### config.mk
export PLATFORM = sky130hd
export DESIGN_NAME = layer_loader_flat
export DESIGN_NICKNAME = d
export VERILOG_FILES = /design/src/rtl/layer_loader_if.sv /design/src/rtl/layer_loader.sv /design/src/flat_wrapper.sv
export SDC_FILE = /design/constraint.sdc
export NUM_CORES = 1
export LEC_CHECK = 0
export BUFFER_PORTS_ARGS = -buffer_cell sky130_fd_sc_hd__buf_2
export CAP_MARGIN = 0
export CORE_ASPECT_RATIO = 1.2
export CORE_MARGIN = 4
export CORE_UTILIZATION = 40
export CTS_BUF_LIST = sky130_fd_sc_hd__clkbuf_4 sky130_fd_sc_hd__clkbuf_8
export CTS_CLUSTER_SIZE = 8
export DETAILED_ROUTE_END_ITERATION = 8
export SYNTH_ARGS = -nofsm -noshare
export SYNTH_HDL_FRONTEND = slang
export SYNTH_SLANG_ARGS = --single-unit
### constraint.sdc
create_clock -name clk -period 2.4 [get_ports clk]
set_input_delay 0.6 -clock clk [delete_from_list [all_inputs] [get_ports clk]]
set_output_delay 0.6 -clock clk [all_outputs]
set_load 0.03 [all_outputs]
### src/rtl/layer_loader_if.sv
// Stream-in and layer-write signal bundle for layer_loader.
// Valid/ready: a word transfers on a rising edge where in_valid && in_ready; the host holds in_data stable while in_valid is high and not yet accepted.
interface layer_loader_if #(
    parameter int DATA_SIZE = 64
);
    logic [DATA_SIZE-1:0] in_data;
    logic                 in_valid;
    logic                 in_ready;
    logic [DATA_SIZE-1:0] write_data;
    logic [15:0]          index3;
    logic [15:0]          index2;
    logic [15:0]          index1;
    logic [15:0]          index0;
    logic                 want_write_weights;
    logic                 want_write_bias;
    logic                 want_write_act;
    logic                 compute;
    logic                 layer_done;

    // Host / layer side.
    modport master (
        output in_data, in_valid, layer_done,
        input  in_ready, write_data, index3, index2, index1, index0,
               want_write_weights, want_write_bias, want_write_act, compute
    );

    // Loader side.
    modport slave (
        input  in_data, in_valid, layer_done,
        output in_ready, write_data, index3, index2, index1, index0,
               want_write_weights, want_write_bias, want_write_act, compute
    );
endinterface

### src/rtl/layer_loader.sv
// Turns a valid/ready word stream into a conv layer's indexed weight/bias/activation
// writes, then fires the layer and waits for its output_valid.
module layer_loader #(
    parameter int DATA_SIZE   = 64,
    parameter int NUM_INPUTS  = 1,
    parameter int INPUT_DIM   = 28,
    parameter int NUM_OUTPUTS = 16,
    parameter int KERNEL_DIM  = 3
) (
    input  logic         clk,
    input  logic         reset,
    input  logic         start,
    layer_loader_if.slave bus,
    output logic         busy,
    output logic         done,
    output logic [2:0]   dbg_state
);

    typedef enum logic [2:0] {
        S_IDLE   = 3'd0,
        S_LOAD_W = 3'd1,
        S_LOAD_B = 3'd2,
        S_LOAD_A = 3'd3,
        S_FIRE   = 3'd4,
        S_WAIT   = 3'd5,
        S_DONE   = 3'd6
    } state_t;

    localparam logic [15:0] W_LAST = 16'(NUM_OUTPUTS * NUM_INPUTS * KERNEL_DIM * KERNEL_DIM - 1);
    localparam logic [15:0] B_LAST = 16'(NUM_OUTPUTS - 1);
    localparam logic [15:0] A_LAST = 16'(NUM_INPUTS * INPUT_DIM * INPUT_DIM - 1);
    localparam logic [15:0] K_MAX  = 16'(KERNEL_DIM - 1);
    localparam logic [15:0] D_MAX  = 16'(INPUT_DIM - 1);
    localparam logic [15:0] I_MAX  = 16'(NUM_INPUTS - 1);

    state_t      state;
    logic [15:0] word_cnt;
    logic [15:0] col;
    logic [15:0] row;
    logic [15:0] ich;
    logic [15:0] och;

    logic        accept;
    logic        last_word;
    logic [15:0] dim_max;
    logic [15:0] col_nx;
    logic [15:0] row_nx;
    logic [15:0] ich_nx;
    logic [15:0] och_nx;

    assign bus.in_ready = (state == S_LOAD_W) || (state == S_LOAD_B) || (state == S_LOAD_A);
    assign accept       = bus.in_valid && bus.in_ready;
    assign busy         = (state != S_IDLE);
    assign dbg_state    = state;

    always_comb begin
        last_word = 1'b0;
        case (state)
            S_LOAD_W: last_word = (word_cnt == W_LAST);
            S_LOAD_B: last_word = (word_cnt == B_LAST);
            S_LOAD_A: last_word = (word_cnt == A_LAST);
            default:  last_word = 1'b0;
        endcase
    end

    // Shared col -> row -> in ch -> out ch ripple; the spatial extent depends on phase.
    always_comb begin
        dim_max = (state == S_LOAD_A) ? D_MAX : K_MAX;
        col_nx  = col + 16'd1;
        row_nx  = row;
        ich_nx  = ich;
        och_nx  = och;
        if (col == dim_max) begin
            col_nx = '0;
            row_nx = row + 16'd1;
            if (row == dim_max) begin
                row_nx = '0;
                ich_nx = ich + 16'd1;
                if (ich == I_MAX) begin
                    ich_nx = '0;
                    och_nx = och + 16'd1;
                end
            end
        end
    end

    always_ff @(posedge clk or negedge reset) begin
        if (!reset) begin
            state                  <= S_IDLE;
            word_cnt               <= '0;
            col                    <= '0;
            row                    <= '0;
            ich                    <= '0;
            och                    <= '0;
            bus.write_data         <= '0;
            bus.index3             <= '0;
            bus.index2             <= '0;
            bus.index1             <= '0;
            bus.index0             <= '0;
            bus.want_write_weights <= 1'b0;
            bus.want_write_bias    <= 1'b0;
            bus.want_write_act     <= 1'b0;
            bus.compute            <= 1'b0;
            done                   <= 1'b0;
        end else begin
            bus.want_write_weights <= 1'b0;
            bus.want_write_bias    <= 1'b0;
            bus.want_write_act     <= 1'b0;
            bus.compute            <= 1'b0;
            done                   <= 1'b0;

            case (state)
                S_IDLE: begin
                    if (start) begin
                        state    <= S_LOAD_W;
                        word_cnt <= '0;
                        col      <= '0;
                        row      <= '0;
                        ich      <= '0;
                        och      <= '0;
                    end
                end

                S_LOAD_W, S_LOAD_B, S_LOAD_A: begin
                    if (accept) begin
                        bus.write_data <= bus.in_data;
                        case (state)
                            S_LOAD_W: begin
                                bus.index3             <= och;
                                bus.index2             <= ich;
                                bus.index1             <= row;
                                bus.index0             <= col;
                                bus.want_write_weights <= 1'b1;
                            end
                            S_LOAD_B: begin
                                bus.index3          <= '0;
                                bus.index2          <= '0;
                                bus.index1          <= '0;
                                bus.index0          <= word_cnt;
                                bus.want_write_bias <= 1'b1;
                            end
                            default: begin
                                bus.index3         <= '0;
                                bus.index2         <= ich;
                                bus.index1         <= row;
                                bus.index0         <= col;
                                bus.want_write_act <= 1'b1;
                            end
                        endcase

                        // Phase change happens on the accepting edge so the next word is taken without a bubble.
                        if (last_word) begin
                            word_cnt <= '0;
                            col      <= '0;
                            row      <= '0;
                            ich      <= '0;
                            och      <= '0;
                            case (state)
                                S_LOAD_W: state <= S_LOAD_B;
                                S_LOAD_B: state <= S_LOAD_A;
                                default:  state <= S_FIRE;
                            endcase
                        end else begin
                            word_cnt <= word_cnt + 16'd1;
                            col      <= col_nx;
                            row      <= row_nx;
                            ich      <= ich_nx;
                            och      <= och_nx;
                        end
                    end
                end

                // FIRE exists so compute lands strictly after the final activation write.
                S_FIRE: begin
                    state       <= S_WAIT;
                    bus.compute <= 1'b1;
                end

                S_WAIT: begin
                    if (bus.layer_done) begin
                        state <= S_DONE;
                        done  <= 1'b1;
                    end
                end

                S_DONE: state <= S_IDLE;

                default: state <= S_IDLE;
            endcase
        end
    end

endmodule

### src/flat_wrapper.sv
// flat-port wrapper written by rule: the top's interface ports become plain ports
module layer_loader_flat 
#(
    parameter int DATA_SIZE   = 64,
    parameter int NUM_INPUTS  = 1,
    parameter int INPUT_DIM   = 28,
    parameter int NUM_OUTPUTS = 16,
    parameter int KERNEL_DIM  = 3
)
  (clk, reset, start, busy, done, dbg_state, bus_in_data, bus_in_valid, bus_layer_done, bus_in_ready, bus_write_data, bus_index3, bus_index2, bus_index1, bus_index0, bus_want_write_weights, bus_want_write_bias, bus_want_write_act, bus_compute);
  layer_loader_if #(.DATA_SIZE(DATA_SIZE)) bus_i ();
  input  logic clk;
  input  logic reset;
  input  logic start;
  output logic busy;
  output logic done;
  output logic [2:0] dbg_state;
  input wire logic [$bits(bus_i.in_data)-1:0] bus_in_data;
  input wire logic [$bits(bus_i.in_valid)-1:0] bus_in_valid;
  input wire logic [$bits(bus_i.layer_done)-1:0] bus_layer_done;
  output wire logic [$bits(bus_i.in_ready)-1:0] bus_in_ready;
  output wire logic [$bits(bus_i.write_data)-1:0] bus_write_data;
  output wire logic [$bits(bus_i.index3)-1:0] bus_index3;
  output wire logic [$bits(bus_i.index2)-1:0] bus_index2;
  output wire logic [$bits(bus_i.index1)-1:0] bus_index1;
  output wire logic [$bits(bus_i.index0)-1:0] bus_index0;
  output wire logic [$bits(bus_i.want_write_weights)-1:0] bus_want_write_weights;
  output wire logic [$bits(bus_i.want_write_bias)-1:0] bus_want_write_bias;
  output wire logic [$bits(bus_i.want_write_act)-1:0] bus_want_write_act;
  output wire logic [$bits(bus_i.compute)-1:0] bus_compute;
  assign bus_i.in_data = bus_in_data;
  assign bus_i.in_valid = bus_in_valid;
  assign bus_i.layer_done = bus_layer_done;
  assign bus_in_ready = bus_i.in_ready;
  assign bus_write_data = bus_i.write_data;
  assign bus_index3 = bus_i.index3;
  assign bus_index2 = bus_i.index2;
  assign bus_index1 = bus_i.index1;
  assign bus_index0 = bus_i.index0;
  assign bus_want_write_weights = bus_i.want_write_weights;
  assign bus_want_write_bias = bus_i.want_write_bias;
  assign bus_want_write_act = bus_i.want_write_act;
  assign bus_compute = bus_i.compute;
  layer_loader #(.DATA_SIZE(DATA_SIZE), .NUM_INPUTS(NUM_INPUTS), .INPUT_DIM(INPUT_DIM), .NUM_OUTPUTS(NUM_OUTPUTS), .KERNEL_DIM(KERNEL_DIM)) u_core (.clk(clk), .reset(reset), .start(start), .bus(bus_i), .busy(busy), .done(done), .dbg_state(dbg_state));
endmodule
## Word-level counts from Yosys, hierarchy flattened

Cells that the tools add are included.
W data, S select, Z words.

- Muxes and demuxes: 49
- Add/subtract/negate cells: 5
- Equality and inequality tests: 17
- Reductions and logical operators: 15

Operators by type and width:

| operator | count |
|---|---|
| $mux W16 | 24 |
| $pmux W16 S2 | 5 |
| $add A16 B1 Y16 const B | 5 |
| $eq A16 B16 Y1 | 2 |
| $eq A16 B10 Y1 const B | 1 |
| $eq A16 B4 Y1 const B | 1 |
| $eq A16 B8 Y1 const B | 1 |
| $logic_not A16 Y1 | 1 |
| $mux W1 | 12 |
| $mux W3 | 4 |
| $pmux W3 S4 | 1 |
| $ne A3 B1 Y1 const B | 3 |
| $reduce_and A4 Y1 | 2 |
| $eq A3 B2 Y1 const B | 2 |
| $eq A3 B3 Y1 const B | 2 |
| $pmux W3 S2 | 1 |
| $reduce_and A6 Y1 | 1 |
| $mux W5 | 1 |
| $reduce_and A5 Y1 | 1 |
| $ne A2 B1 Y1 const B | 2 |
| $ne A2 B2 Y1 const B | 2 |
| $eq A3 B1 Y1 const B | 1 |
| $logic_not A3 Y1 | 1 |
| $pmux W1 S3 | 1 |
| other kinds (8) | 9 |

- Register bits: 216
- Word-level logic and storage cells: 102
- Bits of input ports: 69
- Output and inout port bits: 138

## Longest topological paths before layout

Gate-level depths: netlist (run 1).

- Depth in word-level cells: 8
- Mapped depth: 9
- Depth with buffers taken out: 7

## Worst setup path after synthesis (run 1)

No wires, ideal clock.

- Kind: register to register
- Start: register u_core.state[1], in the netlist u_core.dbg_state[1]
- End: register u_core.och[12]
- Setup time: 0.078 ns
- Required time: 2.322 ns
- Setup slack: 0.020 ns
- Stages on the path, launching flop included: 9
- Arrival time: 2.302 ns
- Path through: dfrtp_1 > buf_2 > and3b_1 > mux2i_1 > nor4_4 > a21oi_2 > buf_2 > or4_1 > a21oi_1

- Longest elaborated chain between the ends: 6
- Elaborated cells between the ends (all ways): 22
- Those cells by class: eq/ne (10); mux (5); reduce/logical (7)

RTL lines:

| what | line | RTL |
|---|---|---|
| start, declared | layer_loader.sv:36 | `state_t state;` |
| start signal, assigned | layer_loader.sv:89 | `state <= S_IDLE;` |
| start signal, assigned | layer_loader.sv:115 | `state <= S_LOAD_W;` |
| start signal, assigned | layer_loader.sv:159 | `S_LOAD_W: state <= S_LOAD_B;` |
| parallel branches: the longest is 6 deep, another holds $eq A16 B16 Y1 | -- |  |
| end signal, assigned | layer_loader.sv:168 | `och <= och_nx;` |
| end, declared | layer_loader.sv:41 | `logic [15:0] och;` |

Parallel ways; which one is timed is not known. The select of a mux whose other input is x is not followed.
A chain may end at the register's enable or synchronous reset.

## Worst setup path after layout (run 1)

- Start: register u_core.row[10]
- End: register u_core.och[15]

- Longest elaborated chain between the ends: 3

RTL lines:

| what | line | RTL |
|---|---|---|
| start, declared | layer_loader.sv:39 | `logic [15:0] row;` |
| start signal, assigned | layer_loader.sv:166 | `row <= row_nx;` |
| $eq A16 B16 Y1 | layer_loader.sv:76 | `if (row == dim_max) begin` |
| $ne A3 B1 Y1 (no line) | -- |  |
| $reduce_and A6 Y1 (no line) | -- |  |

Every way passes these cells.

==> results.toml, run 1 <==
[synthesis]
synth_fa_ha_area_frac = 0.00791
synth_edf_count = 0
synth_top_area_frac = 0.570
synthArstFlopShare = 1.00
muxShareOfSynthArea = 0.0963
synth_area_leaders = "dfrtp_1 (57%), mux2_2 (7.8%), a22o_1 (4.5%), o21ai_0 (3.0%), nor2_1 (2.4%)"
syn_area_sq_mm = 0.00949
avgSynthCellArea_sq_um = 11.3
synth_compound_area_frac = 0.134
ys_warn_count = 0
synthSimpleGateAreaFrac = 0.140
synth-xor-area-share = 0.0286
ys_ff_latch = 216
ys_seq_area_frac = 0.570
syn_inst = 838
yosys.area.top_type = "dfrtp_1"
syn-num-nets = 913
synth_top_family_by_area = "simple AND/OR/NAND/NOR gates"
ys_types = 49
synthFlopType = "dfrtp_1"

[floorplanning]
die_area_sq_mm = 0.0263
die_y_um = 177
rows = 61
initial_core_util = 0.408
fp.dieW_um = 149
ios = 207
fp.coreArea_sq_mm = 0.0233

[timing]
max_freq_mhz = 418
relSlewSlack = 0.665
final_max_slew_viol_count = 0
setup_viol = 0
post-route-period-util = 0.997
hold_viol = 0
grt_setup_unrepaired = "yes"
tightest_slew_ps = 503
finalClockSkew_ps = 26.4
fin_crit_ps = 2390

[global_routing]
antenna_found_initial = 0
grt_pass1_vias = 7985
gr-total-overflow = 0
grt_max_degree = 62
grt_pass1_wl_um = 41300
track_usage = 0.192

[outcome]
status = "complete, no violations"

[finish]
nNetsFinal = 1224
fin_cells = 1488
drive_above_1_share = 0.420
utilization = 0.545
diodes = 0
syn_to_final_growth_pct = 33.7
finalInstanceArea_sq_mm = 0.0127

[placed_design]
hpwlAfterDp_um = 17900
place_area_sq_mm = 0.0116
place_congestion = 0.838
portBuffers = 206
placedCellCount = 1412

[route]
drcViolationCount = 0
post_drt_wl_per_cell_um = 17.2
vias = 7783
drt-total-wl_um = 25600
routed_via_density = 5.23
dr.pass1.iters = 5
drt_iter0_markers = 424
ant_nets = 0

[setup_path]
r2r_end = "u_core.och[15]$_DFFE_PN0P_"
cp_top_family = "simple AND/OR/NAND/NOR gates"
cpPeakStageDelay_ps = 550
end_kind = "flop"
startpoint = "u_core.row[10]$_DFFE_PN0P_"
crit_slowest_cell = "or4_1"
cp.buffers_inverters = 1
worstRegToRegCells = 7
path_cells = "nor4_2 -> nand4_1 -> nor4_4 -> buf_4 -> a21oi_4 -> or4_1 -> a21oi_2"
cp_num_cells = 7
rr_startpoint = "u_core.row[10]$_DFFE_PN0P_"
worstSetupPathType = "flop to flop"
cp_data_arrival_time_ps = 2840
cp.required_ps = 2840
cp_max_fo = 6
critPathCapture = "u_core.och[15]$_DFFE_PN0P_"
startpoint_type = "flop"
rrSetupSlack_ps = 7

[clock_network]
path_clk_slew_ps = 60
cts_root_buf = "clkbuf_8"
htree_levels = 2
cts.sinks = 216
worstSkewPairLatency_ps = 530
holdBufCountCts = 0
cts_tree = "built"
cts-buffers-inserted = 37
clockBufferDepth = 3

[worst_hold_path]
hold_class = "input port to asynchronous set/reset pin"

[power_and_ir_drop]
power_frac_seq = 0.319
p_per_area_mw_per_mm2 = 1260
p_sw_mw = 6.72
max-vdd-ir-drop_v = 0.000870
clkPwrFrac = 0.210
p_comb_frac = 0.470
swShare = 0.421
intPower_mw = 9.23
p_leak_nw = 6.12

[flow_run]
cap_violations = 0
[cells in the final DEF (no fill, tap or decap), types with 24 or more instances in the layout]
cell type and instances:
o31ai_1 24, mux2_2 66, nand2_1 51, a22o_1 49, o21ai_0 55, nor2_1 57, clkbuf_8 44, nand3_1 29
dfrtp_1 216, buf_2 205, buf_4 98
[what timing repair did]
| item | in CTS | in global routing |
|---|---|---|
| setup endpoints to repair | 45 | 42 |
| pin swaps | 3 | 22 |
| resized for setup | 16 | 39 |
| endpoints found under the hold margin | 0 | 0 |
| gates cloned | 0 | 2 |
| setup buffers | 2 | 9 |
[per-layer routing]
layer	vias up	wire (um)	share of wire	GRT usage
met2	249	12200	0.48	0.317
met3	38	2070	0.081	0.0645
met1	3786	10900	0.43	0.244
met4	0	445	0.017	0.0504
met5	-	0	0	0
li1	3710	-	-	-
[Yosys cell counts (2+ instances only)]
cell and instances:
nand3_1 30, inv_1 12, buf_2 8, and2_1 6
o21a_1 2, o31ai_1 24, nand4_1 14, nand2_1 54
or4_1 14, dfrtp_1 216, nor3_1 21, o21ai_0 56
xor2_1 22, o211ai_1 7, a21oi_1 25, clkbuf_1 37
xnor2_1 9, nand2b_1 6, nor4_1 13, or3_1 5
and3_1 22, nor2_1 60, and4_1 3, ha_1 6
nor3b_1 4, a22o_1 49, mux2i_1 17, o2111ai_1 4
o21ai_1 2, mux2_2 66, o41ai_1 5, a31oi_1 2
[power groups by stage]
stage / sequential (mW) / clock, mW / combinational [mW]
floorplan: 6.63 / 0 / 3.00
global placement: 5.10 / 0 / 7.01
detailed placement: 5.13 / 0 / 7.06
CTS: 5.09 / 3.47 / 7.24
global route: 5.21 / 3.63 / 8.09
finish: 5.09 / 3.36 / 7.50
[area by class of cell]
type	count	area [sq um]
Clock buffer	60	726
Clock inverter	3	20.0
Fill cell	2052	10600
Inverter	12	45.0
Multi-Input combinational cell	566	4120
Sequential cell	216	5410
Tap cell	315	394
Timing Repair Buffer	316	1980
[worst min-delay path by stage]
stage | to | slack, ps | cells past startpoint
detailed placement | u_core.bus.index0[9]$_DFFE_PN0P_ | 460 | 2
global placement | u_core.bus.index0[3]$_DFFE_PN0P_ | 460 | 2
CTS | u_core.col[3]$_DFFE_PN0P_ | 20 | 1
global route | u_core.bus.index0[13]$_DFFE_PN0P_ | 30 | 1
finish | u_core.bus.index0[13]$_DFFE_PN0P_ | 10 | 1
floorplan | u_core.bus.compute$_DFF_PN0_ | 300 | 0
[registers in the layout, indices dropped and copies added (netlist names), 16 cells and up]
register	flops
u_core.bus.index0	16
u_core.col	16
u_core.bus.write_data	64
u_core.bus.index1	16
u_core.och	16
u_core.bus.index2	16
u_core.ich	16
u_core.row	16
u_core.bus.index3	16
u_core.word_cnt	16
[per-stage QoR]
step	power, mW	TNS (ps)	hold WS [ps]	setup WS (ps)
floorplan	9.63	0	304	19.7
global placement	12.1	-1590	457	-147
detailed placement	12.2	-3560	465	-291
CTS	15.8	-43.6	16.9	-43.6
global route	16.9	-569	32.3	-89.2
finish	16.0	0	10.5	6.75
[cells by family (layout without fill, tap and decap cells)]
kind of cell,Yosys count,in the layout
XOR/XNOR,31,31
AND/OR/NAND/NOR,259,259
flip-flops,216,216
multiplexers,83,83
adder cells (fa/ha/maj),6,6
AO/OA/AOI/OAI,185,187
buffers and inverters,58,391
Power figures use the tool's default switching activity.
==> run 2, diff against run 1 <==
Settings changed: CORE_ASPECT_RATIO 1.2 to 0.5.
==> results.toml, run 2 (same netlist as run 1, synthesis figures left out) <==
[outcome]
status = "complete, no violations"

[global_routing]
grt_pass1_wl_um = 41500
antenna_found_initial = 1
gr-total-overflow = 0
grt_max_degree = 66
grt_pass1_vias = 7996
track_usage = 0.193

[floorplanning]
die_area_sq_mm = 0.0264
rows = 39
fp.coreArea_sq_mm = 0.0231
ios = 207
initial_core_util = 0.411
die_y_um = 117
fp.dieW_um = 226

[setup_path]
startpoint = "u_core.dbg_state[0]$_DFFE_PN0P_"
rrSetupSlack_ps = 60
cp.required_ps = 2860
rr_startpoint = "u_core.dbg_state[0]$_DFFE_PN0P_"
r2r_end = "u_core.och[8]$_DFFE_PN0P_"
worstRegToRegCells = 8
cp_data_arrival_time_ps = 2800
end_kind = "flop"
worstSetupPathType = "flop to flop"
cp_max_fo = 7
startpoint_type = "flop"

[route]
dr.pass1.iters = 5
drt_iter0_markers = 492
routed_via_density = 5.29
drt-total-wl_um = 26100
drcViolationCount = 0
post_drt_wl_per_cell_um = 17.7
vias = 7798
ant_nets = 0

[power_and_ir_drop]
clkPwrFrac = 0.201
p_leak_nw = 6.10
max-vdd-ir-drop_v = 0.000814
p_sw_mw = 6.87
power_frac_seq = 0.318
p_per_area_mw_per_mm2 = 1270
p_comb_frac = 0.481
intPower_mw = 9.22
swShare = 0.427

[placed_design]
place_congestion = 0.842
portBuffers = 206
pre_cts_ws_ps = -119
place_area_sq_mm = 0.0115
hpwlAfterDp_um = 17800

[finish]
diodes = 0
finalInstanceArea_sq_mm = 0.0127
syn_to_final_growth_pct = 34.0
drive_above_1_share = 0.419
largest_reg_flops = 64
final_cell_mix = "dfrtp_1 (216), buf_2 (205), buf_4 (93), mux2_2 (66), nor2_1 (59)"
nNetsFinal = 1221
regMostFlops = "u_core.bus.write_data"
final_common_cell = "dfrtp_1"

[clock_network]
cts-buffers-inserted = 36
worstSkewPairLatency_ps = 530
cts_root_buf = "clkbuf_8"
clockBufferDepth = 3
path_clk_slew_ps = 60
htree_levels = 2
cts.sinks = 216
cts_tree = "built"

[timing]
relSlewSlack = 0.684
fin_ws_ps = 57.4
max_freq_mhz = 427
setup_viol = 0
final_max_slew_viol_count = 0
finalClockSkew_ps = 30.4
tightest_slew_ps = 474
fin_crit_ps = 2340
post-route-period-util = 0.976
hold_viol = 0

[worst_hold_path]
hold_class = "input port to flop"
holdPathEnd = "u_core.done$_DFF_PN0_"
hold_start = "bus_layer_done"
whs_path_depth = 3

[flow_run]
cap_violations = 0
## run 2: cell count changes in the layout (fill, tap and decap cells not counted), sizes merged
cell / before / now
clkinv: 1 / 4
a21oi: 28 / 26
clkbuf: 60 / 54
buf: 316 / 313
dlygate4sd3: 0 / 1
## run 2: what timing repair did
item | CTS | global route
pin swaps | 2 | 25
resized for setup | 13 | 60
endpoints found under the setup margin | 20 | 57
cloned | 2 | 1
hold buffers | 1 | 0
endpoints found under the hold margin | 2 | 0
buffers inserted | 6 | 10
## run 2: power groups by stage
stage          sequential [mW]  combinational [mW]  clock, mW
5_1_grt                   5.24                8.29       3.53
3_5_place_dp              5.15                7.01          0
2_1_floorplan             6.63                3.00          0
6_report                  5.12                7.74       3.23
3_3_place_gp              5.12                6.94          0
4_1_cts                   5.11                7.33       3.36
## run 2: worst max path at each step
stage                                      end  slack (ps)  depth (start not counted)
floorplan           u_core.och[12]$_DFFE_PN0P_          20                          8
global placement    u_core.och[13]$_DFFE_PN0P_         -60                          8
detailed placement   u_core.och[4]$_DFFE_PN0P_        -120                          8
CTS                  u_core.och[4]$_DFFE_PN0P_         -20                          9
global route        u_core.och[15]$_DFFE_PN0P_        -0.1                          8
finish               u_core.och[8]$_DFFE_PN0P_          60                          8
## run 2: worst max-delay path, stage by stage, from the launching register on
cell	delay, ps
dfrtp_1	430
and3b_2	300
mux2i_4	210
nor4_4	270
buf_6	170
a21oi_4	80
buf_12	160
or4_1	490
a21oi_1	150
## run 2: per-stage QoR
stage	util	instances	setup TNS [ps]	hold WS [ps]	power, mW
after floorplan	-	838	0	304	9.63
after global placement	0.498	1397	-492	461	12.1
after detailed placement	0.498	1397	-1120	466	12.2
after CTS	0.534	1464	-36.7	264	15.8
after global routing	0.551	1473	-0.0993	273	17.1
final	0.551	1473	0	311	16.1
## run 2: layout make-up
type / instances / area [sq um]
Multi-Input combinational cell: 564 / 4190
Clock buffer: 52 / 653
Sequential cell: 216 / 5410
Inverter: 12 / 45.0
Clock inverter: 6 / 35.0
Fill cell: 2003 / 10400
Tap cell: 307 / 384
Timing Repair Buffer: 316 / 2000
## run 2: per-layer routing
layer,up-vias,part of all wire,track usage
met3,47,0.072,0.0625
met1,3847,0.46,0.263
li1,3694,-,-
met5,-,0.00046,0
met2,208,0.45,0.305
met4,2,0.019,0.0473
==> run 3, diff against run 2 <==
Settings changed: CAP_MARGIN 0 to 20, GPL_TIMING_DRIVEN set to 0, MAX_ROUTING_LAYER set to met4.
==> results.toml, run 3 (same netlist as run 1, synthesis figures left out) <==
[setup_path]
rrSetupSlack_ps = -20
cp_max_fo = 7
end_kind = "flop"
worstRegToRegCells = 7
cp_data_arrival_time_ps = 2860
startpoint_type = "flop"
worstSetupPathType = "flop to flop"
cp.required_ps = 2840
rr_startpoint = "u_core.dbg_state[0]$_DFFE_PN0P_"
r2r_end = "u_core.ich[9]$_DFFE_PN0P_"

[floorplanning]
fp.dieW_um = 226
die_area_sq_mm = 0.0264
fp.coreArea_sq_mm = 0.0231
ios = 207
rows = 39
die_y_um = 117
initial_core_util = 0.411

[clock_network]
cts_root_buf = "clkbuf_8"
cts-buffers-inserted = 35
cts.sinks = 216
htree_levels = 2
worstSkewPairLatency_ps = 530
cts_tree = "built"
clockBufferDepth = 3
holdBufCountCts = 0
path_clk_slew_ps = 70

[finish]
fillers = 2055
final_common_cell = "dfrtp_1"
nNetsFinal = 1182
drive_above_1_share = 0.397
largest_reg_flops = 64
regMostFlops = "u_core.bus.write_data"
final_cell_mix = "dfrtp_1 (209), buf_2 (207), mux2_2 (66), nor2_1 (58), o21ai_0 (52)"
syn_to_final_growth_pct = 28.7

[timing]
relSlewSlack = 0.476
hold_viol = 0
grt_setup_unrepaired = "yes"
setup_viol = 2
fin_ws_ps = -19.7
post-route-period-util = 1.01
final_max_slew_viol_count = 0
fin_crit_ps = 2420
finalClockSkew_ps = 28.9
max_freq_mhz = 413
tightest_slew_ps = 787

[worst_hold_path]
hold_class = "input port to asynchronous set/reset pin"

[power_and_ir_drop]
max-vdd-ir-drop_v = 0.000941
p_leak_nw = 5.78
p_per_area_mw_per_mm2 = 1290
power.total_mw = 15.8

[route]
routed_via_density = 5.47
post_drt_wl_per_cell_um = 18.9
drt-total-wl_um = 27100
drcViolationCount = 0
drt_iter0_markers = 574
ant_nets = 0
vias = 7838
dr.pass1.iters = 5

[global_routing]
track_usage = 0.206
grt_max_degree = 113
gr-total-overflow = 0
grt_pass1_vias = 7851
grt_pass1_wl_um = 42300
antenna_found_initial = 1

[placed_design]
portBuffers = 206
place_congestion = 0.882
hpwlAfterDp_um = 18400
pre_cts_ws_ps = -821

[outcome]
failed_checks = "negative setup slack"
status = "finished with violations"

[flow_run]
cap_violations = 0
run 3: changes by cell type in the layout (fill, tap and decap cells not counted), sizes merged:
cell	previous run	this run
o21ai	58	59
clkbuf	54	85
clkinvlp	2	0
diode	0	1
dlygate4sd3	1	0
clkinv	4	1
buf	313	246
run 3: area by class of cell:
| cell class | count | area, sq um | share of cell area |
|---|---|---|---|
| buffer | 41 | 240 | 0.0197 |
| inverter | 12 | 45.0 | 0.00369 |
| multi-input combinational | 565 | 4160 | 0.341 |
| sequential | 216 | 5410 | 0.443 |
| tap | 307 | 384 | 0.0315 |
| antenna | 1 | 2.50 | 0.000205 |
| clock inverter | 1 | 5.00 | 0.000410 |
| timing repair buffer | 236 | 1300 | 0.106 |
| clock buffer | 54 | 662 | 0.0542 |
run 3: routing by layer:
layer	global-route usage	routed length [um]	vias up
li1	-	-	3604
met1	0.282	12400	3933
met2	0.315	12500	246
met3	0.0468	1690	55
met4	0.0485	518	0
met5	-	0	-
run 3: what timing repair did:
| item | 4_1_cts | 5_1_grt |
|---|---|---|
| endpoints found under the hold margin | 0 | 0 |
| endpoints found under the setup margin | 209 | 95 |
| cloned | 0 | 2 |
| resized for setup | 56 | 67 |
| buffers inserted | 12 | 16 |
| pin swaps | 7 | 30 |
run 3: power breakdown:
part	switching [mW]	internal, mW	leakage (nW)
logic	4.83	2.54	2.59
registers	0.679	4.56	2.83
clock network	1.45	1.73	0.359
run 3: worst max-delay path by stage:
stage	from	endpoint	slack (ps)	cells past startpoint
3_5_place_dp	u_core.dbg_state[1]$_DFFE_PN0P_	u_core.bus.index1[2]$_DFFE_PN0P_	-820	8
5_1_grt	u_core.word_cnt[1]$_DFFE_PN0P_	u_core.ich[9]$_DFFE_PN0P_	-80	8
4_1_cts	u_core.word_cnt[9]$_DFFE_PN0P_	u_core.ich[13]$_DFFE_PN0P_	-50	8
2_1_floorplan	u_core.dbg_state[1]$_DFFE_PN0P_	u_core.och[12]$_DFFE_PN0P_	20	8
3_3_place_gp	reset	u_core.bus.index3[4]$_DFFE_PN0P_	-2970	1
6_report	u_core.dbg_state[0]$_DFFE_PN0P_	u_core.ich[9]$_DFFE_PN0P_	-20	7
run 3: stage by stage:
step	area, sq um	utilization	hold WS, ps	setup TNS, ps	std cells
floorplan	9490	-	304	0	838
global placement	10900	0.472	462	-723510	1351
detailed placement	10900	0.474	468	-89450	1352
CTS	11800	0.512	140	-110	1416
global route	12200	0.529	192	-888	1433
finish	12200	0.529	147	-28.7	1433
run 3: critical path, stage by stage, from the launching register on:
cell     delay [ps]
dfrtp_2         460
or3_1           360
a211o_1         350
a22oi_4         280
buf_6           170
o21ai_4          80
or4_4           520
a21oi_2         130
